`config.mk`:
```
export PLATFORM = sky130hd
export DESIGN_NAME = aes_round_ctrl
export DESIGN_NICKNAME = d
export VERILOG_FILES = /design/src/rtl/aes_round_ctrl_pkg.sv /design/src/rtl/aes_round_ctrl.sv
export SDC_FILE = /design/constraint.sdc
export NUM_CORES = 1
export LEC_CHECK = 0
export CORE_ASPECT_RATIO = 0.75
export CORE_MARGIN = 1
export CORE_UTILIZATION = 35
export CTS_CLUSTER_SIZE = 30
export DETAILED_ROUTE_END_ITERATION = 8
export SYNTH_ARGS = -nofsm -noshare
export SYNTH_HDL_FRONTEND = slang
export SYNTH_SLANG_ARGS = --single-unit
export TNS_END_PERCENT = 50
```
`constraint.sdc`:
```
create_clock -name clock -period 2.9 [get_ports clock]
set_clock_uncertainty 0.05 [all_clocks]
set_input_delay 0.58 -clock clock [delete_from_list [all_inputs] [get_ports clock]]
set_output_delay 0.58 -clock clock [all_outputs]
set_load 0.02 [all_outputs]
```
`src/rtl/aes_round_ctrl_pkg.sv`:
```
// ---------------------------------------------------------------------------
// aes_ctrl_pkg
//   Shared definitions for the AES round controller: FSM state encoding,
//   round counts for the two supported key lengths, and the width of the
//   round / key-schedule index.
//   No ports (package).
// ---------------------------------------------------------------------------
package aes_ctrl_pkg;

    localparam int ROUND_W = 4;

    localparam logic [ROUND_W-1:0] NR_128 = 4'd10;
    localparam logic [ROUND_W-1:0] NR_256 = 4'd14;

    typedef enum logic [1:0] {
        ST_IDLE = 2'd0,
        ST_LOAD = 2'd1,
        ST_RUN  = 2'd2,
        ST_DONE = 2'd3
    } aes_state_t;

    // Number of rounds for the selected key length.
    function automatic logic [ROUND_W-1:0] nr_for(input logic key256);
        return key256 ? NR_256 : NR_128;
    endfunction

endpackage

```
`src/rtl/aes_round_ctrl.sv`:
```
// ---------------------------------------------------------------------------
// aes_round_ctrl
//   Sequencing controller for an iterative AES encryption datapath. Accepts
//   one block request, pulses ld_state for the initial key addition, then
//   steps the state register once every ROUND_LAT cycles for Nr rounds
//   (Nr = 10 for AES-128, 14 for AES-256) and finally presents the result
//   until the consumer takes it.
//
//   Parameter
//     ROUND_LAT   datapath cycles per round, legal range 1..15
//   Ports
//     clock       sole clock, rising edge
//     reset       synchronous, active-high
//     in_valid    request to encrypt one block
//     in_ready    request can be accepted (IDLE and not in reset)
//     key256      key length select, sampled on accept (0 = 128, 1 = 256)
//     ld_state    one-cycle pulse: load plaintext ^ round key 0
//     round_idx   current round / key-schedule index
//     step_en     state register captures the datapath output
//     mix_bypass  final round, MixColumns skipped
//     busy        encryption in progress (LOAD or RUN)
//     out_valid   ciphertext valid in the state register
//     out_ready   consumer accepts the ciphertext
//     fsm_state   current FSM state, for observation only
//
//   Handshakes: a transfer happens on a rising edge where valid and ready
//   are both 1. in_valid is ignored outside IDLE; out_valid stays 1 and the
//   result stays put until out_ready is seen with it.
// ---------------------------------------------------------------------------
module aes_round_ctrl
    import aes_ctrl_pkg::*;
#(
    parameter int ROUND_LAT = 4
) (
    input  logic               clock,
    input  logic               reset,
    input  logic               in_valid,
    output logic               in_ready,
    input  logic               key256,
    output logic               ld_state,
    output logic [ROUND_W-1:0] round_idx,
    output logic               step_en,
    output logic               mix_bypass,
    output logic               busy,
    output logic               out_valid,
    input  logic               out_ready,
    output aes_state_t         fsm_state
);

    localparam int CYC_W = 4;
    localparam logic [CYC_W-1:0] LAST_CYC = CYC_W'(ROUND_LAT - 1);

    aes_state_t         state;
    aes_state_t         state_n;
    logic [CYC_W-1:0]   cyc;
    logic [CYC_W-1:0]   cyc_n;
    logic [ROUND_W-1:0] round_n;
    logic [ROUND_W-1:0] nr;
    logic [ROUND_W-1:0] nr_n;
    logic               accept;
    logic               last_cyc;

    // in_ready is the only output allowed to see an input (reset) directly;
    // everything else decodes registered state.
    assign in_ready = (state == ST_IDLE) && !reset;
    assign accept   = in_valid && in_ready;
    assign last_cyc = (cyc == LAST_CYC);

    always_ff @(posedge clock) begin
        if (reset) begin
            state     <= ST_IDLE;
            cyc       <= '0;
            round_idx <= '0;
            nr        <= NR_128;
        end else begin
            state     <= state_n;
            cyc       <= cyc_n;
            round_idx <= round_n;
            nr        <= nr_n;
        end
    end

    always_comb begin
        state_n = state;
        cyc_n   = cyc;
        round_n = round_idx;
        nr_n    = nr;
        case (state)
            ST_IDLE: begin
                if (accept) begin
                    state_n = ST_LOAD;
                    cyc_n   = '0;
                    round_n = '0;
                    nr_n    = nr_for(key256);
                end
            end
            ST_LOAD: begin
                state_n = ST_RUN;
                cyc_n   = '0;
                round_n = 4'd1;
            end
            ST_RUN: begin
                if (last_cyc) begin
                    cyc_n = '0;
                    // Final round keeps its index visible through DONE.
                    if (round_idx == nr) begin
                        state_n = ST_DONE;
                    end else begin
                        round_n = round_idx + 4'd1;
                    end
                end else begin
                    cyc_n = cyc + 4'd1;
                end
            end
            ST_DONE: begin
                if (out_ready) begin
                    state_n = ST_IDLE;
                    round_n = '0;
                end
            end
            default: begin
                state_n = ST_IDLE;
            end
        endcase
    end

    assign ld_state   = (state == ST_LOAD);
    assign step_en    = (state == ST_RUN) && last_cyc;
    assign mix_bypass = (state == ST_RUN) && (round_idx == nr);
    assign busy       = (state == ST_LOAD) || (state == ST_RUN);
    assign out_valid  = (state == ST_DONE);
    assign fsm_state  = state;

endmodule

```
==> impl_metrics.csv, run 1 <==
group,metric,value,unit
cells_and_area,fin_cells,128,
worst_setup_path,path_max_fanout,10,
power_and_ir_drop,leakage,0.377,nW
cts,cts_made_buffers,3,
placed_design,gp_congestion,0.790,
cts,clock_latency,0.26,ns
power_and_ir_drop,peakVddDrop,0.000417,V
worst_setup_path,timing.rr.end,"round_idx[1]$_SDFFE_PP0P_",
sta,fin_crit,2.75,ns
worst_setup_path,reg2reg_depth,5,
sta,setup_violations,0,
sta,tightest_slew,0.372,ns
placed_design,port_buffers,16,
cts,post_cts_buffers,0,
cells_and_area,drive_gt1_share,13.5,%
cells_and_area,layout_common_cells,"clkdlybuf4s50_1, dfxtp_1, ha_1",
cells_and_area,n_antenna_cell,0,
drt,wl,1630,microns
yosys,synth-seq-cells,11,
placed_design,dp.cells,124,
worst_setup_path,critPathRequiredTime,2.27,ns
die,core-area,0.00203,sq mm
worst_setup_path,rr_startpoint,"fsm_state[0]$_SDFFE_PP0P_",
cts,cts_root_buffer,"clkbuf_4",
cts,hold_buffers,0,
min_path,min_path_type,"reg -> reg",
worst_setup_path,cp_data_arrival_time,2.12,ns
cells_and_area,synthToLayoutAreaGrowth,28.4,%
cts,clock_sinks,11,
cts,path_clk_slew,0.07,ns
cts,cts_max_level,1,
sta,relSlewSlack,75.2,%
sta,hold_viol,0,
yosys,synth_cells,85,
drt,post_drt_wl_per_cell,12.7,microns
yosys,yosysSeqAreaShare,29.0,%
drt,drt-initial-drc-count,24,
cells_and_area,nNetsFinal,119,
power_and_ir_drop,finalPower,728,uW
global_route,grt_max_degree,16,
sta,clock.fmax,0.364,GHz
global_route,track_usage,14.9,%
drt,drcViolationCount,0,
yosys,yosys.area_share.simple,26.7,%
global_route,antenna_found_initial,0,
flow_run,drv_cap,0,
yosys,synth_area,758,sq um
worst_setup_path,endpoint,"mix_bypass",
yosys,synth_top_family_by_area,"simple AND/OR/NAND/NOR gates",
cts,cts-resized-gates,0,
die,initial_core_util,37.3,%
yosys,synth-xor-area-share,1.16,%
drt,routed-via-count,696,
sta,finalSetupTns,0,ns
worst_setup_path,startpoint,"fsm_state[0]$_SDFFE_PP0P_",
worst_setup_path,cp-start-kind,"flip-flop",
cts,cts_tree,"yes",
status,outcome,"complete, no violations",
placed_design,dp_hpwl,1240,microns
cells_and_area,final_common_cell,"clkdlybuf4s50_1",
yosys,synth_ff_type,"dfxtp_1",
yosys,synthArstFlopShare,0,%
worst_setup_path,r2r_setup_slack,1.05,ns
die,dieArea,0.00236,sq mm
die,die_width,55.7,microns
yosys,synth_top_area_cell,"dfxtp_1",
die,io_pins,17,
die,rows,14,
global_route,grt_pass1_vias,594,
sta,slew_violations,0,
die,die_y,42.3,microns
yosys,synth-adder-area-share,14.9,%
global_route,grt_overflow,0,
sta,period_share,94.8,%
yosys,yosysWarnings,0,
yosys,synth_top_area_share,29.0,%
drt,via_per_inst,5.44,
yosys,synth_edf_count,0,
yosys,synth_compound_area_share,21.3,%
sta,rsz0062_at_grt,"no",
yosys,avgSynthCellArea,8.92,sq um
global_route,grt_pass1_wl,2670,microns
drt,firstDrtPassIters,4,
yosys,synth.distinct_cells,38,
drt,postRouteAntennaNets,0,
worst_setup_path,critPathKind,"reg -> out",
yosys,ys_top_cells_by_area,"dfxtp_1, ha_1, a21oi_1",
yosys,synthMuxAreaShare,3.30,%
worst_setup_path,worstSetupEndpointType,"output pin",
yosys,synth.net_count,99,
power_and_ir_drop,power_density,748,mW/mm^2
cts,ctsLongestPathBuffers,2,
## cells by family after synthesis
logic type	after synthesis
adders and majority gates	9
DFF	11
xor gates and xnor gates	1
muxes	2
and+or+nand+nor	34
AOI/OAI and AO/OA	21
buffers and inverters	7
## worst min-delay path by stage
stage / cells after the start / end / slack [ns] / startpoint
after global routing: 2 / cyc[1]$_SDFFE_PP0P_ / 0.46 / cyc[1]$_SDFFE_PP0P_
after detailed placement: 2 / cyc[1]$_SDFFE_PP0P_ / 0.42 / cyc[1]$_SDFFE_PP0P_
after CTS: 2 / cyc[1]$_SDFFE_PP0P_ / 0.43 / cyc[1]$_SDFFE_PP0P_
after floorplan: 2 / cyc[1]$_SDFFE_PP0P_ / 0.40 / cyc[1]$_SDFFE_PP0P_
after global placement: 2 / cyc[1]$_SDFFE_PP0P_ / 0.41 / cyc[1]$_SDFFE_PP0P_
final: 2 / cyc[1]$_SDFFE_PP0P_ / 0.43 / cyc[1]$_SDFFE_PP0P_
## layer usage
metal / global-route usage, % / wire length, microns / up-vias
met5: 0 / 0 / -
met4: 4.50 / 26 / 0
met3: 7.41 / 100 / 6
met2: 20.2 / 643 / 26
met1: 20.5 / 856 / 315
li1: - / - / 349
## layout make-up
type,count,area (sq um)
clock buffer,4,26.3
inverter,5,18.8
multi-input combinational,67,510
sequential,11,220
tap,24,30.0
fill,193,1060
timing repair buffer,17,168
## power by group
group	switching, mW	total (mW)	internal [mW]
clock	0.0488	0.102	0.0532
sequential	0.0262	0.197	0.171
combinational	0.243	0.429	0.186
## synth_stat cells, types with 2 or more instances
cell      number
nor2_1         4
o21a_1         2
nand3_1        6
nor2b_1        3
nand4_1        2
a21oi_1        7
inv_1          5
nand2b_1       3
dfxtp_1       11
nand2_1        6
ha_1           9
## flip-flops by register name, indices dropped and copies added, names as in the netlist
signal     count
nr             1
fsm_state      2
cyc            4
round_idx      4
## stage by stage
stage / instance area (sq um) / utilization, % / hold WS (ns) / worst slack, ns
final: 973 / 47.9 / 0.429 / 0.150
after global routing: 973 / 47.9 / 0.463 / 0.0162
after CTS: 973 / 47.9 / 0.432 / 0.162
after detailed placement: 947 / 46.6 / 0.421 / 0.467
after global placement: 947 / 46.6 / 0.413 / 0.482
after floorplan: 758 / - / 0.399 / 1.00
## critical path: stages (launching register included)
cell and delay (ns):
dfxtp_1 0.36, inv_1 0.12, ha_1 0.39, nand4_1 0.27, inv_1 0.10, clkdlybuf4s50_1 0.60
Power figures use the tool's default switching activity.
==> inputs of run 2 (changes only) <==
Clock period 2.9 ns to 3.5 ns, I/O delays scaled along.
==> impl_metrics.csv, run 2 (synthesis gave the netlist of run 1 again) <==
group,metric,value,unit
worst_setup_path,worstSetupEndpointType,"output pin",
sta,slew_violations,0,
min_path,hold_start,"cyc[1]$_SDFFE_PP0P_",
cts,cts_max_level,1,
placed_design,dp.cells,124,
power_and_ir_drop,leakage,0.377,nW
global_route,grt_overflow,0,
sta,relSlewSlack,76.7,%
worst_setup_path,path_max_fanout,10,
drt,firstDrtPassIters,4,
cts,hold_buffers,0,
cts,cts_tree,"yes",
min_path,hold_end,"cyc[1]$_SDFFE_PP0P_",
global_route,track_usage,15.8,%
worst_setup_path,timing.rr.end,"round_idx[1]$_SDFFE_PP0P_",
worst_setup_path,reg2reg_depth,5,
global_route,grt_max_degree,16,
drt,drcViolationCount,0,
worst_setup_path,cp_slowest_stage_delay,0.60,ns
cells_and_area,drive_gt1_share,13.5,%
worst_setup_path,critPathKind,"reg -> out",
cells_and_area,synthToLayoutAreaGrowth,28.4,%
global_route,grt_pass1_wl,2840,microns
min_path,min_path_type,"reg -> reg",
worst_setup_path,crit_chain,"inv_1, ha_1, nand4_1, inv_1, clkdlybuf4s50_1",
min_path,min_path_cells,2,
flow_run,drv_cap,0,
cells_and_area,final_common_cell,"clkdlybuf4s50_1",
drt,via_per_inst,5.31,
drt,post_drt_wl_per_cell,13.2,microns
cells_and_area,nFillCells,204,
cells_and_area,n_antenna_cell,0,
power_and_ir_drop,peakVddDrop,0.000323,V
sta,setup_violations,0,
die,die_y,42.3,microns
cells_and_area,seqCellArea,220,sq um
status,outcome,"complete, no violations",
worst_setup_path,path_delay_family,"buffers and inverters",
sta,period_share,81.9,%
die,rows,14,
die,core-area,0.00203,sq mm
worst_setup_path,path_buf_inv,3,
cts,cts_root_buffer,"clkbuf_4",
global_route,antenna_found_initial,0,
die,initial_core_util,37.3,%
cts,post_cts_buffers,0,
cts,cts_made_buffers,3,
worst_setup_path,rr_startpoint,"fsm_state[0]$_SDFFE_PP0P_",
die,io_pins,17,
drt,postRouteAntennaNets,0,
cts,path_clk_slew,0.07,ns
drt,routed-via-count,680,
worst_setup_path,cp_data_arrival_time,2.12,ns
worst_setup_path,critPathRequiredTime,2.75,ns
sta,fin_crit,2.87,ns
sta,tightest_slew,0.349,ns
power_and_ir_drop,power_density,627,mW/mm^2
placed_design,port_buffers,16,
die,die_width,55.7,microns
sta,holdWs,0.427,ns
worst_setup_path,r2r_setup_slack,1.66,ns
placed_design,gp_congestion,0.800,
worst_setup_path,crit_path_top_delay_cell,"clkdlybuf4s50_1",
worst_setup_path,cp-start-kind,"flip-flop",
global_route,grt_pass1_vias,645,
sta,rsz0062_at_grt,"no",
cts,cts-resized-gates,0,
cts,ctsLongestPathBuffers,2,
placed_design,dp_hpwl,1280,microns
cells_and_area,nNetsFinal,119,
cells_and_area,multi_input_area,510,sq um
sta,finalSetupTns,0,ns
cells_and_area,layout_common_cells,"clkdlybuf4s50_1, dfxtp_1, ha_1",
sta,hold_viol,0,
drt,drt-initial-drc-count,13,
drt,wl,1680,microns
cells_and_area,fin_cells,128,
sta,clock.fmax,0.349,GHz
cts,clock_sinks,11,
cts,clock_latency,0.27,ns
worst_setup_path,crit_top_cell,"inv_1",
die,dieArea,0.00236,sq mm
run 2: worst reg2reg max path: stages (launching register included):
cell     delay (ns)
dfxtp_1        0.37
inv_1          0.13
ha_1           0.38
nand4_1        0.27
and3_4         0.24
mux2_4         0.29
run 2: area by class of cell:
class                      count  area share (%)
multi-input combinational     67            52.4
sequential                    11            22.6
tap                           24            3.08
clock buffer                   4            2.70
inverter                       5            1.93
timing repair buffer          17            17.2
run 2: how the worst max path moves through the flow:
| stage | from | endpoint | slack, ns | depth (start not counted) |
|---|---|---|---|---|
| after floorplan | fsm_state[0]$_SDFFE_PP0P_ | mix_bypass | 1.48 | 5 |
| after global placement | reset | in_ready | 0.84 | 3 |
| after detailed placement | reset | in_ready | 0.82 | 3 |
| after CTS | fsm_state[0]$_SDFFE_PP0P_ | mix_bypass | 0.61 | 5 |
| after global routing | fsm_state[0]$_SDFFE_PP0P_ | mix_bypass | 0.46 | 5 |
| final | fsm_state[0]$_SDFFE_PP0P_ | mix_bypass | 0.63 | 5 |
run 2: routing by layer:
layer  wire, microns  global-route usage [%]
met2             721                    22.4
met5               0                       0
met1             843                    21.4
met4              11                    6.50
met3             107                    6.17
run 2: metrics by stage:
step                cell area, sq um  worst slack [ns]  utilization, %  power [mW]
detailed placement               947             0.823            46.6       0.526
floorplan                        758              1.48               -       0.406
finish                           973             0.633            47.9       0.610
CTS                              973             0.615            47.9       0.616
global placement                 947             0.842            46.6       0.517
global route                     973             0.458            47.9       0.656
run 2: where the power goes:
group          switching [mW]  internal, mW
Sequential             0.0226         0.142
Combinational           0.205         0.154
Clock                  0.0421        0.0441
==> inputs of run 3 (changes only) <==
Clock period 3.5 ns to 2.5 ns, I/O delays scaled along.
==> impl_metrics.csv, run 3 (synthesis gave the netlist of run 1 again) <==
group,metric,value,unit
worst_setup_path,timing.rr.end,"round_idx[1]$_SDFFE_PP0P_",
worst_setup_path,rr_startpoint,"fsm_state[0]$_SDFFE_PP0P_",
placed_design,dp_hpwl,1230,microns
sta,setup_violations,0,
worst_setup_path,path_delay_family,"buffers and inverters",
cells_and_area,fin_cells,131,
worst_setup_path,r2r_setup_slack,0.66,ns
die,dieArea,0.00236,sq mm
power_and_ir_drop,leakage,0.394,nW
sta,clock.fmax,0.419,GHz
worst_setup_path,cp.depth,3,
global_route,grt_overflow,0,
cts,clock_latency,0.27,ns
cts,cts_root_buffer,"clkbuf_4",
die,rows,14,
global_route,grt_pass1_vias,603,
sta,fin_crit,2.39,ns
global_route,grt_pass1_wl,2840,microns
flow_run,drv_cap,0,
placed_design,dp.cells,127,
sta,relSlewSlack,83.1,%
drt,via_per_inst,5.13,
worst_setup_path,startpoint,"fsm_state[0]$_SDFFE_PP0P_",
worst_setup_path,cp_slowest_stage_delay,0.63,ns
cells_and_area,nNetsFinal,122,
cts,ctsLongestPathBuffers,2,
sta,slew_violations,0,
cells_and_area,synthToLayoutAreaGrowth,31.5,%
sta,tightest_slew,0.251,ns
die,die_y,42.3,microns
die,io_pins,17,
die,die_width,55.7,microns
drt,drt-initial-drc-count,19,
drt,post_drt_wl_per_cell,12.5,microns
sta,fin_ws,0.111,ns
drt,drcViolationCount,0,
cells_and_area,drive_gt1_share,16.8,%
worst_setup_path,endpoint,"busy",
worst_setup_path,path_max_fanout,6,
die,core-area,0.00203,sq mm
cts,cts_made_buffers,3,
sta,holdWs,0.425,ns
global_route,track_usage,16.0,%
cells_and_area,multi_input_area,513,sq um
power_and_ir_drop,peakVddDrop,0.000759,V
cells_and_area,layout_common_cells,"clkdlybuf4s50_1, dfxtp_1, ha_1",
sta,rsz0062_at_grt,"no",
cells_and_area,seqCellArea,220,sq um
cts,post_cts_buffers,0,
worst_setup_path,crit_chain,"inv_1, ha_1, clkdlybuf4s50_1",
cts,clock_sinks,11,
cts,cts_tree,"yes",
global_route,grt_max_degree,16,
cells_and_area,final_common_cell,"clkdlybuf4s50_1",
worst_setup_path,critPathKind,"reg -> out",
min_path,min_path_type,"reg -> reg",
worst_setup_path,critPathRequiredTime,1.95,ns
cells_and_area,nFillCells,194,
sta,period_share,95.6,%
power_and_ir_drop,power_density,877,mW/mm^2
sta,finalSetupTns,0,ns
cts,cts_max_level,1,
worst_setup_path,path_buf_inv,2,
placed_design,port_buffers,16,
drt,postRouteAntennaNets,0,
worst_setup_path,worstSetupEndpointType,"output pin",
worst_setup_path,cp-start-kind,"flip-flop",
die,initial_core_util,37.3,%
worst_setup_path,crit_path_top_delay_cell,"clkdlybuf4s50_1",
sta,hold_viol,0,
global_route,antenna_found_initial,0,
placed_design,pre_cts_ws,0.246,ns
worst_setup_path,reg2reg_depth,6,
cts,path_clk_slew,0.07,ns
worst_setup_path,cp_data_arrival_time,1.84,ns
status,outcome,"complete, no violations",
drt,wl,1640,microns
cells_and_area,n_antenna_cell,0,
drt,routed-via-count,672,
drt,firstDrtPassIters,4,
placed_design,gp_congestion,0.773,
==> run 3: worst min path at each step <==
stage,startpoint,to,slack [ns],cells after the start
3_5_place_dp,cyc[1]$_SDFFE_PP0P_,cyc[1]$_SDFFE_PP0P_,0.41,2
6_report,cyc[1]$_SDFFE_PP0P_,cyc[1]$_SDFFE_PP0P_,0.42,2
2_1_floorplan,cyc[1]$_SDFFE_PP0P_,cyc[1]$_SDFFE_PP0P_,0.40,2
3_3_place_gp,cyc[1]$_SDFFE_PP0P_,cyc[1]$_SDFFE_PP0P_,0.41,2
4_1_cts,cyc[1]$_SDFFE_PP0P_,cyc[1]$_SDFFE_PP0P_,0.42,2
5_1_grt,nr[2]$_SDFFE_PP0P_,nr[2]$_SDFFE_PP0P_,0.45,2
==> run 3: layer usage <==
| metal | track usage, % | vias to the layer above | part of all wire, % |
|---|---|---|---|
| met1 | 23.6 | 307 | 55 |
| met3 | 4.32 | 4 | 4.1 |
| met2 | 20.2 | 15 | 40 |
| li1 | - | 346 | - |
| met5 | 0 | - | 0 |
| met4 | 9.00 | 0 | 1.3 |
==> run 3: layout make-up <==
type	count	share of cell area (%)
Multi-Input combinational cell	67	51.4
Clock buffer	4	2.63
Inverter	5	1.88
Tap cell	24	3.01
Sequential cell	11	22.1
Timing Repair Buffer	20	18.9
==> run 3: per-stage QoR <==
step / total power [mW] / utilization [%] / cell area, sq um
3_3_place_gp: 0.746 / 47.7 / 970
2_1_floorplan: 0.569 / - / 758
4_1_cts: 0.881 / 49.0 / 995
5_1_grt: 0.948 / 49.1 / 997
6_report: 0.874 / 49.1 / 997
3_5_place_dp: 0.746 / 47.7 / 970
==> run 3: timing repair <==
action / CTS / global route
cloned: 0 / 0
endpoints found under the setup margin: 1 / 1
hold endpoints to repair: 0 / 0
gates resized for setup: 1 / 1
hold buffers: 0 / 0
==> run 3: tightest hold or removal path: stages (launching register included) <==
cell and delay, ns:
dfxtp_1 0.33, nand2_1 0.06, a21oi_1 0.05
==> run 3: report_power, final <==
part / switching (mW) / internal, mW / total, mW
sequential: 0.0308 / 0.198 / 0.229
combinational: 0.283 / 0.236 / 0.518
clock: 0.0645 / 0.0619 / 0.126
total: 0.378 / 0.496 / 0.874
